===== src/rtl/regfile_wb_arbiter.sv =====
// regfile_wb_arbiter: shares the regfile write port between ALU and MEM writeback; optional pending-write scoreboard under `WB_SCOREBOARD_EN.
// Latency: an accepted write drives rd_sel/rd_data on the following cycle.
// Backpressure: the losing requester sees ready=0 and holds rd/data; both readies are 0 while reset is high.
module regfile_wb_arbiter #(
   parameter int XLEN       = 32,
   parameter bit FIXED_PRIO = 1'b0
) (
   input  logic            clk,
   input  logic            reset,
   input  logic            alu_valid,
   input  logic [4:0]      alu_rd,
   input  logic [XLEN-1:0] alu_data,
   output logic            alu_ready,
   input  logic            mem_valid,
   input  logic [4:0]      mem_rd,
   input  logic [XLEN-1:0] mem_data,
   output logic            mem_ready,
   output logic [4:0]      rd_sel,
   output logic [XLEN-1:0] rd_data,
   input  logic            iss_valid,
   input  logic [4:0]      iss_rd,
   input  logic [4:0]      rs1_sel,
   input  logic [4:0]      rs2_sel,
   output logic            rs1_busy,
   output logic            rs2_busy
);

   typedef enum logic {WIN_ALU = 1'b0, WIN_MEM = 1'b1} winner_t;

   winner_t         last_winner, last_winner_nxt;
   logic            alu_gnt, mem_gnt;
   logic            alu_xfer, mem_xfer;
   logic [4:0]      wb_rd;
   logic [XLEN-1:0] wb_data;

   // Tie-break state only moves when both requesters contend.
   always_comb begin
      alu_gnt         = 1'b0;
      mem_gnt         = 1'b0;
      last_winner_nxt = last_winner;
      if (alu_valid && mem_valid) begin
         if (FIXED_PRIO || last_winner == WIN_MEM) begin
            alu_gnt         = 1'b1;
            last_winner_nxt = WIN_ALU;
         end else begin
            mem_gnt         = 1'b1;
            last_winner_nxt = WIN_MEM;
         end
      end else begin
         alu_gnt = alu_valid;
         mem_gnt = mem_valid;
      end
   end

   assign alu_ready = alu_gnt && !reset;
   assign mem_ready = mem_gnt && !reset;
   assign alu_xfer  = alu_valid && alu_ready;
   assign mem_xfer  = mem_valid && mem_ready;

   always_comb begin
      wb_rd   = '0;
      wb_data = '0;
      if (alu_xfer) begin
         wb_rd   = alu_rd;
         wb_data = alu_data;
      end else if (mem_xfer) begin
         wb_rd   = mem_rd;
         wb_data = mem_data;
      end
   end

   always_ff @(posedge clk) begin
      if (reset) begin
         last_winner <= WIN_MEM;
         rd_sel      <= '0;
         rd_data     <= '0;
      end else begin
         last_winner <= last_winner_nxt;
         rd_sel      <= wb_rd;
         rd_data     <= wb_data;
      end
   end

`ifdef WB_SCOREBOARD_EN
   logic [31:0] pending, set_mask, clr_mask;

   // Clear on the edge that registers the write; a same-edge issue re-sets it.
   always_comb begin
      set_mask = '0;
      clr_mask = '0;
      if (iss_valid && iss_rd != 5'd0) set_mask[iss_rd] = 1'b1;
      if (alu_xfer || mem_xfer)        clr_mask[wb_rd]  = 1'b1;
   end

   always_ff @(posedge clk) begin
      if (reset) pending <= '0;
      else       pending <= (pending & ~clr_mask) | set_mask;
   end

   assign rs1_busy = pending[rs1_sel];
   assign rs2_busy = pending[rs2_sel];

   always_ff @(posedge clk) begin
      if (!reset && iss_valid && iss_rd != 5'd0)
         assert (!pending[iss_rd]) else $error("second writer issued to busy rd %0d", iss_rd);
   end
`else
   logic unused_iss;
   assign unused_iss = ^{iss_valid, iss_rd};
   assign rs1_busy   = 1'b0;
   assign rs2_busy   = 1'b0;
`endif

endmodule


===== config.mk =====
export PLATFORM = sky130hd
export DESIGN_NAME = regfile_wb_arbiter
export DESIGN_NICKNAME = d
export VERILOG_FILES = /design/src/rtl/regfile_wb_arbiter.sv
export SDC_FILE = /design/constraint.sdc
export NUM_CORES = 1
export LEC_CHECK = 0
export CORE_MARGIN = 8
export CORE_UTILIZATION = 32
export DETAILED_ROUTE_END_ITERATION = 8
export GPL_ROUTABILITY_DRIVEN = 0
export PLACE_DENSITY = 0.85
export SLEW_MARGIN = 20
export SYNTH_ARGS = -nofsm -noshare
export SYNTH_HDL_FRONTEND = slang
export SYNTH_SLANG_ARGS = --single-unit

===== constraint.sdc =====
create_clock -name clk -period 3.29 [get_ports clk]
set_input_delay 0.4935 -clock clk [delete_from_list [all_inputs] [get_ports clk]]
set_output_delay 0.4935 -clock clk [all_outputs]
set_load 0.1 [all_outputs]

### Word level (Yosys, flattened, before mapping)

Cells that the tools add are included.

| operators by class | value |
|---|---|
| magnitude comparators | 0 |
| multiply operators | 0 |
| multiplexer cells | 8 |
| shift operators | 0 |
| add/sub/neg operators | 0 |
| reductions and logical operators | 6 |
| divide/modulo/power cells | 0 |
| bitwise gates (word level) | 0 |
| eq/ne operators | 0 |

Operators by type and width:

| operator | number |
|---|---|
| $mux 32 | 2 |
| $mux 5 | 2 |
| $logic_and 1x1->1 | 5 |
| $mux 1 | 4 |
| $logic_not 1->1 | 1 |

| storage, ports and cells | value |
|---|---|
| bits of input ports | 94 |
| bits in read-only memories | 0 |
| latch bits | 0 |
| logic and storage cells | 17 |
| memories | 0 |
| output and inout port bits | 41 |
| register bits after elaboration | 38 |
| RAM bits | 0 |

### Logic depth before layout (Yosys ltp)

| logic depth | value |
|---|---|
| depth in word-level cells | 6 |
| depth in mapped cells | 5 |
| mapped depth without buffers | 3 |

### Least setup slack after synthesis

Ideal clock, no wire load.

| timing path | value |
|---|---|
| kind | input-to-output |
| start point | in mem_valid |
| end point | out mem_ready |
| stages | 4 |
| setup slack | 0.509 ns |
| path buffers | 2 |
| arrival time | 2.288 ns |
| required time | 2.796 ns |
| cell sequence | a21boi_2 > buf_4 > buf_6 > nor2b_1 |

| between the ends | value |
|---|---|
| longest elaborated chain between the ends | 3 |

RTL lines:

| what | RTL line | source |
|---|---|---|
| start: declaration | 14 | `input logic mem_valid,` |
| $logic_and 1x1->1 | 41 | `if (alu_valid && mem_valid) begin` |
| $mux 1 (*) | 41 |  |
| $logic_and 1x1->1 (*) | 56 | `assign mem_ready = mem_gnt && !reset;` |
| end: declaration | 17 | `output logic mem_ready,` |

Every way passes the cells marked *; elsewhere a longest branch is shown, timed or not.

### Worst setup path in the final report

| timing path | value |
|---|---|
| start point | in alu_valid |
| end point | out mem_ready |

| between the ends | value |
|---|---|
| longest elaborated chain between the ends | 3 |

RTL lines:

| what | RTL line | source |
|---|---|---|
| start: declaration | 10 | `input logic alu_valid,` |
| $logic_and 1x1->1 | 41 |  |
| $mux 1 | 41 |  |
| $logic_and 1x1->1 | 56 |  |

Every way passes these cells.

==> summary.txt <==
Min Tclk post-route = 2.27 ns
Clock Tree Root = clkbuf_8
Footprint of the multi-input gates = 520 µm²
Setup Crit Path Kind = input pin to primary output
Fraction of layout cells with a size suffix above 1 = 4.82%
# rows = 24
Worst hold start = last_winner$_SDFFE_PP1N_
DP Wirelength = 3780 µm
Count of cell types in the netlist = 15
Die height = 82.1 µm
Layout Area Growth over Synthesis = 88.1%
Lkg Pwr = 0.975 nW
Family with the most delay on the worst path = buffers and inverters
Reg area = 761 µm²
Max cap viols = 0
Reg clk slew, reported paths = 0.07 ns
Synth top area share = 54.3%
Worst Setup End Kind = primary output
Hold-fix buffers, CTS = 0
Port Buffers = 116
Initial antenna violation count = 0
Core area = 4290 µm²
Longest Clk Path Bufs = 2
DR iter-0 viols = 47
Crit-path cells = clkdlybuf4s50_1 > a21boi_2 > nor2b_1 > buf_12
RSZ-0062 raised after global routing = false
Rel. slew slack = 32.0%
CP Data Required Time = 2.80 ns
Worst Tran Pin Value = 1.02 ns
Mapped cell area = 1400 µm²
Final #Nets = 343
Die area = 6750 µm²
Hold Path Class = register to register
Most common cell after layout, fill and taps aside = clkdlybuf4s50_1
Crit path launch type = input pin
Period utilization = 68.9%
Initial core utilization = 32.6%
Total wire length = 5150 µm
Post-Synthesis Cells = 139
Setup tns final = 0 ns
Pwr dens = 473 nW/µm²
Syn_area_per_cell = 10.1 µm²
Per-cell routed wire length = 17.1 µm
DR DRC count = 0
WP buf/inv = 2
Maximum vdd drop = 0.000217 V
Hold Crit Depth = 2
Via count = 1,483
Antenna-violating nets left = 0
First-pass GRT wire length = 7590 µm
Antenna Cells = 0
Synth area leaders = dfxtp_1 (54%), a32oi_1 (23%), nor2_1 (10%), buf_6 (4.0%), buf_2 (1.8%)
R2R Path End = rd_data[1]$_SDFF_PP0_
Largest area contributor in the netlist = dfxtp_1
Most frequent cells in the layout = clkdlybuf4s50_1 (114), nor2_1 (38), dfxtp_1 (38), a32oi_1 (37), clkbuf_8 (5)
PostCTS Resize Cnt = 0
TritonCTS clock tree = done
Finished Core Util = 61.3%
CP max stage delay = 0.59 ns
Slowest CP cell = clkdlybuf4s50_1
Die X = 82.1 µm
GRT overflow = 0
Pin count of the biggest net entering global routing = 39
Final Hold Viols = 0
Max-slew violations = 0
Ys Warns = 0
FMAX = 0.441 GHz
Hold EP = last_winner$_SDFFE_PP1N_
Vias in the first global route = 1,508
GR Util All Layers = 14.6%
Number of I/O pins = 135
Num CTS Buffers = 5
Number of fill cells in the layout = 373
Status = completed
Crit path max fanout = 9
Sequential area share after synthesis = 54.3%
CTS H-tree depth = 2
Vias per Instance = 4.93
Reg2reg start = last_winner$_SDFFE_PP1N_
R2r setup slk = 2.04 ns
Clock insertion delay at the later pin of the skew report = 0.28 ns
Fin Clk Skew = 0.00464 ns
Clk sinks = 38
Pre-antenna DRT Iters = 4
FF-to-FF path depth = 4
Setup bufs post-CTS = 0
Final Setup Violations = 0
Arr. time, crit path = 1.77 ns
Synthesized flop and latch total = 38
==> cells in the mapped netlist <==
cell type   n
a21boi_2    1
buf_6       5
and3_1      1
buf_2       5
a32oi_1    37
nor2b_1     1
conb_1      1
o21bai_1    1
clkbuf_1    5
nand2b_1    1
buf_4       3
nor2_1     38
dfxtp_1    38
a21oi_1     1
nand2_1     1
==> metrics by stage <==
stage | worst slack (ns) | hold slack [ns] | std cells | instance area, µm² | power, mW
4_1_cts | 1.01 | 0.563 | 301 | 2630 | 1.26
5_1_grt | 0.923 | 0.624 | 301 | 2630 | 1.29
2_1_floorplan | 0.509 | 0.528 | 140 | 1400 | 0.806
3_5_place_dp | 1.03 | 0.556 | 294 | 2560 | 0.969
3_3_place_gp | 1.03 | 0.547 | 294 | 2560 | 0.963
6_report | 1.02 | 0.560 | 301 | 2630 | 1.25
==> state kept, by name, indices dropped and copies added (netlist names) <==
signal and cells:
rd_data 32, rd_sel 5, last_winner 1
==> layout make-up <==
class	count	share of cell area [%]
Timing Repair Buffer	120	46.0
Sequential cell	38	28.9
Multi-Input combinational cell	84	19.8
Tap cell	52	2.47
Clock buffer	7	2.90
==> worst register-to-register path, stage by stage (launching register included) <==
cell and delay [ns]:
dfxtp_1 0.37, nand2b_1 0.14, buf_4 0.37, a32oi_1 0.19
nor2_1 0.12
==> cells by family (layout without fill, tap and decap cells) <==
logic type      count (synthesis)  after routing  synth area share (%)
buf+inv                        18            127                  8.76
flops                          38             38                  54.3
compound gates                 40             40                  24.8
other cells                     1              2                 0.268
simple gates                   42             42                  11.8
==> how the worst max path moves through the flow <==
stage          depth (start not counted)         to  slack (ns)      start
5_1_grt                                4  mem_ready        0.92  alu_valid
3_5_place_dp                           4  mem_ready        1.03  alu_valid
6_report                               4  mem_ready        1.02  alu_valid
4_1_cts                                4  mem_ready        1.01  alu_valid
3_3_place_gp                           4  mem_ready        1.03  alu_valid
2_1_floorplan                          4  mem_ready        0.51  mem_valid
==> per-layer routing <==
metal | up-vias | share of wire [%] | track usage [%] | wire, µm
li1 | 730 | - | - | -
met1 | 692 | 36 | 15.8 | 1880
met2 | 59 | 55 | 26.4 | 2820
met3 | 2 | 7.9 | 3.35 | 409
met4 | 0 | 0.78 | 6.32 | 40
met5 | - | 0 | 0 | 0
==> power by group <==
group | switching [mW] | internal (mW)
Sequential | 0.00753 | 0.489
Clock | 0.143 | 0.146
Combinational | 0.303 | 0.157
Total | 0.453 | 0.792
Power figures use the tool's default switching activity.
==> variant (same flow settings) <==
Set the parameter `XLEN` to 16 (it was 32).
--- a/src/rtl/regfile_wb_arbiter.sv
+++ b/src/rtl/regfile_wb_arbiter.sv
@@ -2,7 +2,7 @@
 // Latency: an accepted write drives rd_sel/rd_data on the following cycle.
 // Backpressure: the losing requester sees ready=0 and holds rd/data; both readies are 0 while reset is high.
 module regfile_wb_arbiter #(
-   parameter int XLEN       = 32,
+   parameter int XLEN       = 16,
    parameter bit FIXED_PRIO = 1'b0
 ) (
    input  logic            clk,
Ports: changed (resized alu_data, mem_data and rd_data); port bits go from 135 to 87. The function was not compared with the original's and may differ.
==> variant against the unedited design <==
- non-clock buffer count down 49
- final cell count decreased by 40%
- worst setup slack got worse by 0.071 ns
- clock skew rose by 0.0010 ns
- count of clock-buffer cells in the layout down 3
- final area is 40% lower
- power decreased by 43%
- die area decreased by 31%
- combinational power decreased by 39%
- wire length fell by 42%
- area after synthesis down 38%
- sequential cell count down 16
- critical endpoint unchanged
==> variant: results (changes against the unedited design) <==
- Outcome: finished, final reports clean (unchanged).
* Vias in the first global route: 848 (was 1508)
* First-pass GRT wire length: 4.312 mm (was 7.590 mm)
- Number of different library cells in the post-synthesis netlist: 16 (was 15)
- Setup Slack @ Placement: 0.9761 ns (was 1.028 ns)
- The worst slew margin relative to its limit was 33.66% (was 32.00%).
* Number of stages on the worst hold path: 2 (unchanged)
- The highest ir drop seen on vdd was 0.2381 mV (was 0.2168 mV).
- Most frequent cells after synthesis: dfxtp_1 (22), nor2_1 (22), a32oi_1 (21) (was dfxtp_1 (38), nor2_1 (38), a32oi_1 (37)).
- The worst setup margin was 0.9512 ns (was 1.023 ns).
- The number of buffers created by CTS was 3 (was 5).
* Number of antenna violations at the first check in global routing: 0 (unchanged)
- The cell chosen for the clock root is clkbuf_4 (was clkbuf_8).
* Reg clk slew, reported paths: 0.12 ns (was 0.07 ns)
- Final HPWL from detailed placement: 2.332 mm (was 3.781 mm)
* Hold WS: 0.6096 ns (was 0.5604 ns)
- Crit path DAT: 1.85 ns (was 1.77 ns)
- Post-CTS setup-driven buffer insertion count: 0 (unchanged)
* Mean number of vias per cell: 4.911 (was 4.927)
- The number of cells upsized or downsized after cts is 0 (unchanged).
* Worst reg2reg setup slack: 2.21 ns (was 2.04 ns)
- Placed instance area: 0.001540 mm2 (was 0.002557 mm2)
- Largest registers: rd_data x16, rd_sel x5, last_winner x1 (was rd_data x32, rd_sel x5, last_winner x1)
* Final Routed Wirelength: 3.008 mm (was 5.153 mm)
- The number of filler cells placed in the layout was 240 (was 373).
* Port-buffer cells: 68 (was 116)
* Non-filler instance count after layout: 180 (was 301)
- Dominant cells by area after synthesis: dfxtp_1 (51%), a32oi_1 (21%), nor2_1 (9.5%) (was dfxtp_1 (54%), a32oi_1 (23%), nor2_1 (10%))
- The startpoint of the lowest-slack register-to-register path is last_winner (unchanged).
- Initial drt markers: 45 (was 47)
* Cell count after synthesis: 84 (was 139)
- Internal cell power: 0.4470 mW (was 0.7923 mW)
- The reg-to-reg endpoint is rd_data[12] (was rd_data[1]).
- The portion of the post-synthesis area used by sequential elements was 50.79% (was 54.33%).
- Hold_sp: last_winner (unchanged)
- Skew-Pair Late Insertion Delay: 0.30 ns (was 0.28 ns)
* Total GRT Usage: 12.44% (was 14.56%)
- The static leakage power came to 0.6030 nW (was 0.9746 nW).
* Library cell contributing the largest single delay on the critical path: clkdlybuf4s50_1 (unchanged)
- Stage delay of the slowest cell on the critical path: 0.70 ns (was 0.59 ns)
- Post-layout nets: 212 (was 343)
* Layout cells sized above 1: 8.054% (was 4.819%)
- The end point of the worst hold path is last_winner (unchanged).
* Maximum number of pins on one net before global-route repair: 25 (was 39)
* Worst Clk Skew: 0.005665 ns (was 0.004639 ns)
* Worst reg2reg path depth: 4 (unchanged)
- The highest fanout seen on the critical path is 12 (was 9).
- The number of H-tree branching levels is 1 (was 2).
* Final design area excluding fillers: 0.001577 mm2 (was 0.002634 mm2)
==> variant: changes by cell type after synthesis, sizes merged <==
| cell | delta |
|---|---|
| and2b | +1 |
| buf | -7 |
| nor2 | -16 |
| dfxtp | -16 |
| nor2b | -1 |
| a32oi | -16 |
==> variant: layout make-up <==
type / instances / area share [%]
timing repair buffer: 71 / 45.87
multi-input combinational: 52 / 21.43
clock buffer: 4 / 2.302
tap: 31 / 2.460
sequential: 22 / 27.94
==> variant: logic make-up (layout without fill, tap and decap cells) <==
| family | count (synthesis) | in the layout | share of synthesized area, % |
|---|---|---|---|
| other | 1 | 2 | 0.4325 |
| flip-flops | 22 | 22 | 50.79 |
| AO/OA/AOI/OAI | 24 | 24 | 24.82 |
| AND/OR/NAND/NOR | 26 | 26 | 13.28 |
| buffers and inverters | 11 | 75 | 10.68 |
==> variant: worst register-to-register path, delay by kind of cell, from the launching register on <==
kind | cells | cell delay, ns
DFF | 1 | 0.43
and+or+nand+nor | 1 | 0.06
buffers and inverters | 1 | 0.23
AOI/OAI and AO/OA | 2 | 0.27
==> variant: worst max-delay path by stage <==
stage           endpoint  depth (start not counted)
4_1_cts        mem_ready                          4
6_report       mem_ready                          4
3_5_place_dp   mem_ready                          4
3_3_place_gp   mem_ready                          4
2_1_floorplan  alu_ready                          4
5_1_grt        alu_ready                          4
==> variant: power groups by stage <==
stage,registers (mW),clock network (mW),logic (mW)
global placement,0.294,0,0.276
global route,0.290,0.165,0.288
CTS,0.289,0.152,0.280
finish,0.288,0.146,0.279
detailed placement,0.295,0,0.280
floorplan,0.412,0,0.0666
==> variant: per-layer routing <==
metal	share of wire [%]	wire, um	vias to the layer above	track usage [%]
li1	-	-	436	-
met1	35	1057	410	12.89
met2	57	1721	34	23.45
met3	5.9	178	4	1.637
met4	1.7	51	0	6.905
met5	0	0	-	0
